File: src/rtl/stone_drawer.sv
// rtl/stone_drawer.sv - per-frame item RAM scanner drawing 16x16 solid sprites; optional grabbed outline via STONE_DRAWER_OUTLINE_EN
module stone_drawer #(
  parameter int         SPRITE_SIZE    = 16,
  parameter int         RAM_LATENCY    = 2,
  parameter int         SCREEN_W       = 320,
  parameter int         SCREEN_H       = 240,
  parameter logic [2:0] COLOUR_STONE   = 3'b111,
  parameter logic [2:0] COLOUR_GOLD    = 3'b110,
  parameter logic [2:0] COLOUR_DIAMOND = 3'b011
) (
  input  logic        clock,
  input  logic        reset,
  input  logic        start,
  input  logic [3:0]  quantity,
  input  logic [31:0] ram_q,
  output logic        draw_stone_flag,
  output logic [3:0]  draw_index,
  output logic [8:0]  vga_x,
  output logic [7:0]  vga_y,
  output logic [2:0]  vga_colour,
  output logic        plot,
  output logic        done
);

  localparam int              OW        = $clog2(SPRITE_SIZE);
  localparam logic [OW-1:0]   OMAX      = OW'(SPRITE_SIZE - 1);
  localparam int              WW        = (RAM_LATENCY > 2) ? $clog2(RAM_LATENCY) : 1;
  localparam int              WAIT_LAST = (RAM_LATENCY > 2) ? RAM_LATENCY - 2 : 0;

  typedef enum logic [2:0] {
    S_IDLE,
    S_ADDR,
    S_WAIT,
    S_LATCH,
    S_PLOT,
    S_NEXT,
    S_FINISH
  } state_t;

  state_t         state;
  state_t         state_next;

  logic [3:0]     qty_r;
  logic [WW-1:0]  wait_cnt;
  logic [OW-1:0]  ox;
  logic [OW-1:0]  oy;
  logic [8:0]     x_r;
  logic [7:0]     y_r;
  logic [1:0]     type_r;
  logic           grab_r;

  logic [9:0]     sum_x;
  logic [8:0]     sum_y;
  logic           in_screen;
  logic           last_pixel;
  logic [2:0]     pix_colour;
  logic           unused_bits;

  // Wide sums so that sprites hanging off the right/bottom edge are clipped, not wrapped
  assign sum_x      = {1'b0, x_r} + 10'(ox);
  assign sum_y      = {1'b0, y_r} + 9'(oy);
  assign in_screen  = (sum_x < 10'(SCREEN_W)) && (sum_y < 9'(SCREEN_H));
  assign last_pixel = (ox == OMAX) && (oy == OMAX);

`ifdef STONE_DRAWER_OUTLINE_EN
  assign unused_bits = ^{ram_q[22:19], ram_q[10:4]};
`else
  assign unused_bits = ^{ram_q[22:19], ram_q[10:4], grab_r};
`endif

  // State register
  always_ff @(posedge clock or posedge reset) begin
    if (reset) state <= S_IDLE;
    else       state <= state_next;
  end

  // Next-state logic: walk entries, waiting out the RAM read latency before sampling each record
  always_comb begin
    state_next = state;
    case (state)
      S_IDLE:   if (start) state_next = S_ADDR;
      S_ADDR: begin
        if (draw_index >= qty_r)  state_next = S_FINISH;
        else if (RAM_LATENCY > 1) state_next = S_WAIT;
        else                      state_next = S_LATCH;
      end
      S_WAIT:   if (wait_cnt == WW'(WAIT_LAST)) state_next = S_LATCH;
      S_LATCH:  state_next = ram_q[1] ? S_PLOT : S_NEXT;
      S_PLOT:   if (last_pixel) state_next = S_NEXT;
      S_NEXT:   state_next = S_ADDR;
      S_FINISH: state_next = S_IDLE;
      default:  state_next = S_IDLE;
    endcase
  end

  // Moore outputs: RAM ownership flag for the whole scan, done only in FINISH
  always_comb begin
    draw_stone_flag = 1'b0;
    done            = 1'b0;
    case (state)
      S_ADDR, S_WAIT, S_LATCH, S_PLOT, S_NEXT: draw_stone_flag = 1'b1;
      S_FINISH:                                done            = 1'b1;
      default: ;
    endcase
  end

  // Scan bookkeeping: latched quantity, RAM address, latency counter, record fields, sprite offsets
  always_ff @(posedge clock or posedge reset) begin
    if (reset) begin
      qty_r      <= '0;
      draw_index <= '0;
      wait_cnt   <= '0;
      ox         <= '0;
      oy         <= '0;
      x_r        <= '0;
      y_r        <= '0;
      type_r     <= '0;
      grab_r     <= 1'b0;
    end else begin
      case (state)
        S_IDLE: begin
          if (start) begin
            qty_r      <= quantity;
            draw_index <= '0;
          end
        end
        S_ADDR: wait_cnt <= '0;
        S_WAIT: wait_cnt <= wait_cnt + WW'(1);
        S_LATCH: begin
          x_r    <= ram_q[31:23];
          y_r    <= ram_q[18:11];
          type_r <= ram_q[3:2];
          grab_r <= ram_q[0];
          ox     <= '0;
          oy     <= '0;
        end
        S_PLOT: begin
          if (ox == OMAX) begin
            ox <= '0;
            oy <= oy + OW'(1);
          end else begin
            ox <= ox + OW'(1);
          end
        end
        S_NEXT: draw_index <= draw_index + 4'd1;
        default: ;
      endcase
    end
  end

  // Pixel colour from item type, with the grabbed border override when enabled
  always_comb begin
    case (type_r)
      2'b00:   pix_colour = COLOUR_STONE;
      2'b01:   pix_colour = COLOUR_GOLD;
      default: pix_colour = COLOUR_DIAMOND;
    endcase
`ifdef STONE_DRAWER_OUTLINE_EN
    if (grab_r && ((ox == '0) || (ox == OMAX) || (oy == '0) || (oy == OMAX)))
      pix_colour = 3'b100;
`endif
  end

  // Registered pixel port: coordinates and colour travel with the plot strobe
  always_ff @(posedge clock or posedge reset) begin
    if (reset) begin
      vga_x      <= '0;
      vga_y      <= '0;
      vga_colour <= '0;
      plot       <= 1'b0;
    end else begin
      vga_x      <= sum_x[8:0];
      vga_y      <= sum_y[7:0];
      vga_colour <= pix_colour;
      plot       <= (state == S_PLOT) && in_screen;
    end
  end

endmodule

File: config.mk
export PLATFORM = sky130hd
export DESIGN_NAME = stone_drawer
export DESIGN_NICKNAME = d
export VERILOG_FILES = /design/src/rtl/stone_drawer.sv
export SDC_FILE = /design/constraint.sdc
export NUM_CORES = 1
export LEC_CHECK = 0
export BUFFER_PORTS_ARGS = -buffer_cell sky130_fd_sc_hd__buf_2
export CAP_MARGIN = 10
export CORE_MARGIN = 5
export CORE_UTILIZATION = 53
export DETAILED_ROUTE_END_ITERATION = 8
export GPL_ROUTABILITY_DRIVEN = 0
export PLACE_DENSITY = 0.79
export SLEW_MARGIN = 20
export SYNTH_ARGS = -nofsm -noshare
export SYNTH_HDL_FRONTEND = slang
export SYNTH_SLANG_ARGS = --single-unit
File: constraint.sdc
create_clock -name clock -period 2.66 [get_ports clock]
set_input_delay 0.266 -clock clock [delete_from_list [all_inputs] [get_ports clock]]
set_output_delay 0.266 -clock clock [all_outputs]
set_load 0.005 [all_outputs]
# Word-level counts from Yosys, hierarchy flattened
# Index checks and enable logic that the tools add are counted.
totals:
  output_inout_bits: 27
  in_bits: 39
  elab_cells: 64
  regBits: 60
op_classes:
  reduce_logical: 13
  n_eq_ne: 13
  n_mux: 16
  addsub: 6
  magnitude_cmp: 3
ops:
  columns: ["op", "count"]
  rows:
  - ["case mux 4 bit (2 select lines)", 3]
  - ["case mux 3 bit (6 select lines)", 1]
  - ["adder 4 x 1 -> 4 bit, second input constant", 3]
  - ["two-way mux 3 bit", 4]
  - ["two-way mux 4 bit", 3]
  - ["adder 9 x 4 -> 10 bit", 1]
  - ["< comparator 10 x 9 -> 1 bit, second input constant", 1]
  - ["adder 8 x 4 -> 9 bit", 1]
  - ["== test 3 bit, second input constant", 3]
  - ["< comparator 9 x 8 -> 1 bit, second input constant", 1]
  - ["== test 4 bit, second input constant", 2]
  - ["!= test 2 bit, second input constant", 4]
  - ["== test 3 x 2 -> 1 bit, second input constant", 2]
  - ["case mux 3 bit (2 select lines)", 1]
  - ["AND reduction 2 bit", 3]
  - ["nonzero test 2 bit", 3]
  - ["OR reduction 5 bit", 1]
  - ["greater-or-equal comparator 4 bit", 1]
  - ["== test 3 x 1 -> 1 bit, second input constant", 1]
  - ["logical AND 1 bit", 3]
  - ["zero test 3 bit", 1]
  - ["two-way mux 1 bit", 3]
  - ["AND reduction 3 bit", 1]
  - ["== test 2 x 1 -> 1 bit, second input constant", 1]
  - ["other kinds (3)", 3]

# Longest topological paths before layout
depth:
  depth_word: 4
  depth_mapped: 8
  mapped_depth_nobuf: 8

# Worst setup path before layout
# No wires, ideal clock.
synth_timing:
  path_type: "register -> register"
  startpoint: "register oy[0]"
  endpoint: "register plot"
  t_arrival_ps: 1991
  period_less_slack_ps: 2090
  stages_incl_launch_ff: 8
  path_slack_ps: 570
  n_path_buf: 0
  setup_time_ps: 99
  path_cell_list: "dfrtp_1 > ha_1 > fa_1 > a21o_1 > a21oi_1 > nor2_1 > a221o_1 > a311oi_1"
synth_between:
  elab_chain_len: 4
synth_lines:
  columns: ["element", "line", "text"]
  rows:
  - ["start, declared", "46", "logic [OW-1:0] oy;"]
  - ["start signal, assigned", "140", "oy <= oy + OW'(1);"]
  - ["adder 8 x 4 -> 9 bit", "61", "assign sum_y = {1'b0, y_r} + 9'(oy);"]
  - ["< comparator 9 x 8 -> 1 bit", "62", "assign in_screen = (sum_x < 10'(SCREEN_W)) && (sum_y < 9'(SCREEN_H));"]
  - ["logical AND 1 bit", "62", null]
  - ["logical AND 1 bit", "175", "plot <= (state == S_PLOT) && in_screen;"]
  - ["end signal, assigned", "175", null]
  - ["end, declared", "21", "output logic plot,"]
# Every way passes these cells.
# A chain may end at the register's enable or synchronous reset.

# Final worst setup path
layout_timing:
  startpoint: "register ox[0]"
  endpoint: "register plot"
layout_between:
  elab_chain_len: 4
layout_lines:
  columns: ["element", "line", "text"]
  rows:
  - ["start, declared", "45", "logic [OW-1:0] ox;"]
  - ["start signal, assigned", "142", "ox <= ox + OW'(1);"]
  - ["adder 9 x 4 -> 10 bit", "60", "assign sum_x = {1'b0, x_r} + 10'(ox);"]
  - ["< comparator 10 x 9 -> 1 bit", "62", null]
  - ["logical AND 1 bit", "62", null]
  - ["logical AND 1 bit", "175", null]
# Every way passes these cells.

==> flow_summary.toml <==
[clocking]
cts-resized-gates = 0
cts_tree = "built"
cts_inserted_buffers = 9
clkSinkCount = 60
root_buffer = "clkbuf_8"
htree_levels = 3
cts.clk_slew.worst_paths_ns = 0.06
clock_latency_ns = 0.34
clockBufferDepth = 2

[placed_design]
hpwl_mm = 3.982
dp_slack_ns = 0.4069
numPortBuffers = 53

[synth]
synth_ff_type = "dfrtp_1"
ys_ff_latch = 60
synth.distinct_cells = 38
synthCells = 274
syn_nets = 330
ys_seq_area_share_pct = 54.13
synth_enable_flop_cells = 0
syn_area_um2 = 2774
synthArstFlopShare_pct = 100.0
syn_avg_cell_area_um2 = 10.12
synth_warnings = 0

[route]
wl_per_cell_um = 13.59
viasPerCell = 5.191
via_count = 2118
ant_nets = 0
first_pass_iters = 4
drc = 0
drt_iter0_drc = 107
drt_wl_total_mm = 5.543

[timing]
slew_violations = 0
tightest_slew_ns = 0.6971
fin_tns_setup_ns = 0
fin_skew_ns = 0.008348
max_freq_ghz = 0.4432
finalHoldViolations = 0
layout_min_cycle_time_ns = 2.256
finalCritPeriodShare_pct = 84.83
layout_setup_ws_ns = 0.4036
max_slew_margin_pct = 53.53
rsz0062_at_grt = "no"
setup_viol = 0
whs_ns = 0.1186

[finish]
drive_gt1_share_pct = 22.49
area_growth_pct = 18.76
nets = 391
n_antenna_cell = 0
mostFrequentLayoutCell = "nand2_1"
layout_common_cells = "70 x nand2_1, 60 x dfrtp_1, 53 x buf_2"

[global_route]
antenna_found_initial = 0
track_usage_pct = 18.11
grt_pass1_vias = 2056
top_usage_layer = "met2"
groute.layer.met3.usage_pct = 7.158
grt_max_degree = 44
grt-ovfl-total = 0
use_met1_pct = 20.65
grt_pass1_wl_mm = 9.197
use_met2_pct = 31.57

[floorplan]
die_x_um = 82.35
core_um2 = 5107
ios = 66
fp.dieArea_um2 = 6781
start_util_pct = 54.31
die_h_um = 82.35
rows = 26

[worst_hold_path]
holdCritPathClass = "in2reg"

[worst_setup_path]
critical_path_class = "reg2reg"
rrSetupSlack_ns = 0.40
path_max_fanout = 5
start_kind = "flop"
required_ns = 2.90
cp.buffers_inverters = 1
cpPeakStageDelay_ns = 0.42
cp_cell_sequence = "ha_1, inv_1, fa_1, nand2b_1, a21oi_2, mux2i_1, a221o_1, a311oi_1"
arrival_ns = 2.50
critPathTopFamily = "compound AO/OA/AOI/OAI gates"
critPathSlowestCell = "dfrtp_1"
end_kind = "flop"

[power]
peakVddDrop_mv = 0.5101
pwr_density_cell_nw_per_um2 = 1047
p_leak_nw = 1.680

[run_status]
status = "finished clean"

[flow_run]
cap_violations = 0
[cell families after synthesis]
kind of cell / synth area share [%]
and+or+nand+nor: 17.37
DFF: 54.13
AOI/OAI and AO/OA: 11.41
buffers and inverters: 2.571
adders and majority gates: 8.209
xor gates and xnor gates: 5.052
muxes: 1.128
other: 0.1352
[tightest hold or removal path, cell delays in order]
cell     delay, ns
buf_2         0.08
nand2_1       0.04
nand2_1       0.04
[final cells by class]
| type | instances | area [µm²] |
|---|---|---|
| tap | 70 | 87.58 |
| clock inverter | 3 | 15.01 |
| inverter | 12 | 45.04 |
| fill | 436 | 1813 |
| clock buffer | 11 | 141.4 |
| multi-input combinational | 195 | 1206 |
| sequential | 60 | 1501 |
| timing repair buffer | 57 | 297.8 |
[sequential cells by signal, indices dropped and copies added (netlist names)]
signal,flops
y_r,8
type_r,2
vga_y,8
oy,4
vga_colour,3
vga_x,9
state,3
qty_r,4
plot,1
ox,4
draw_index,4
wait_cnt,1
x_r,9
[through the flow]
stage / cells / area, µm² / utilization [%] / power [mW]
floorplan: 274 / 2774 / - / 2.352
global placement: 393 / 3128 / 61.24 / 2.714
detailed placement: 393 / 3128 / 61.24 / 2.795
CTS: 408 / 3294 / 64.50 / 3.485
global route: 408 / 3294 / 64.50 / 3.733
finish: 408 / 3294 / 64.50 / 3.449
[synthesized netlist by cell type (2+ instances only)]
master | instances | area share [%]
nor2b_1 | 2 | 0.45
and3_1 | 3 | 0.68
inv_1 | 12 | 1.6
nand3_1 | 6 | 1.1
a21o_1 | 4 | 1.1
nand4_1 | 2 | 0.45
o21ai_0 | 19 | 3.4
a22o_1 | 2 | 0.63
nor2_1 | 12 | 1.6
nand2b_1 | 3 | 0.68
o31ai_1 | 3 | 0.81
fa_1 | 2 | 1.4
xor2_1 | 5 | 1.6
nand2_1 | 70 | 9.5
ha_1 | 15 | 6.8
dfrtp_1 | 60 | 54
xnor2_1 | 11 | 3.5
a211oi_1 | 3 | 0.81
a31oi_1 | 4 | 0.90
mux2i_1 | 2 | 0.72
nor3_1 | 3 | 0.54
clkbuf_1 | 7 | 0.95
a21oi_1 | 9 | 1.6
[path summary, 6_finish.rpt]
check	to	cells after the start	from
max in group asynchronous	qty_r[2]	4	reset
setup / recovery	plot	8	ox[0]
hold reg to reg	vga_colour[0]	1	type_r[0]
setup reg to reg	plot	8	ox[0]
hold / removal	y_r[7]	3	ram_q[18]
min in group asynchronous	vga_y[6]	3	reset
[per-layer routing]
metal,up-vias,part of all wire [%]
met1,1009,41
li1,1039,-
met2,64,51
met4,0,0.85
met3,6,6.7
met5,-,0
[where the power goes]
| part | leakage [nW] | switching (mW) | internal, mW | total (mW) |
|---|---|---|---|---|
| Clock | 0.0848 | 0.326 | 0.348 | 0.674 |
| Sequential | 0.750 | 0.314 | 1.29 | 1.61 |
| Combinational | 0.844 | 0.616 | 0.553 | 1.17 |
| Total | 1.68 | 1.26 | 2.19 | 3.45 |
[what timing repair did]
action | CTS | global route
buffers inserted | 0 | 0
hold buffers | 1 | 0
hold endpoints to repair | 17 | 0
No activity file was read; power rests on OpenSTA's default activity.
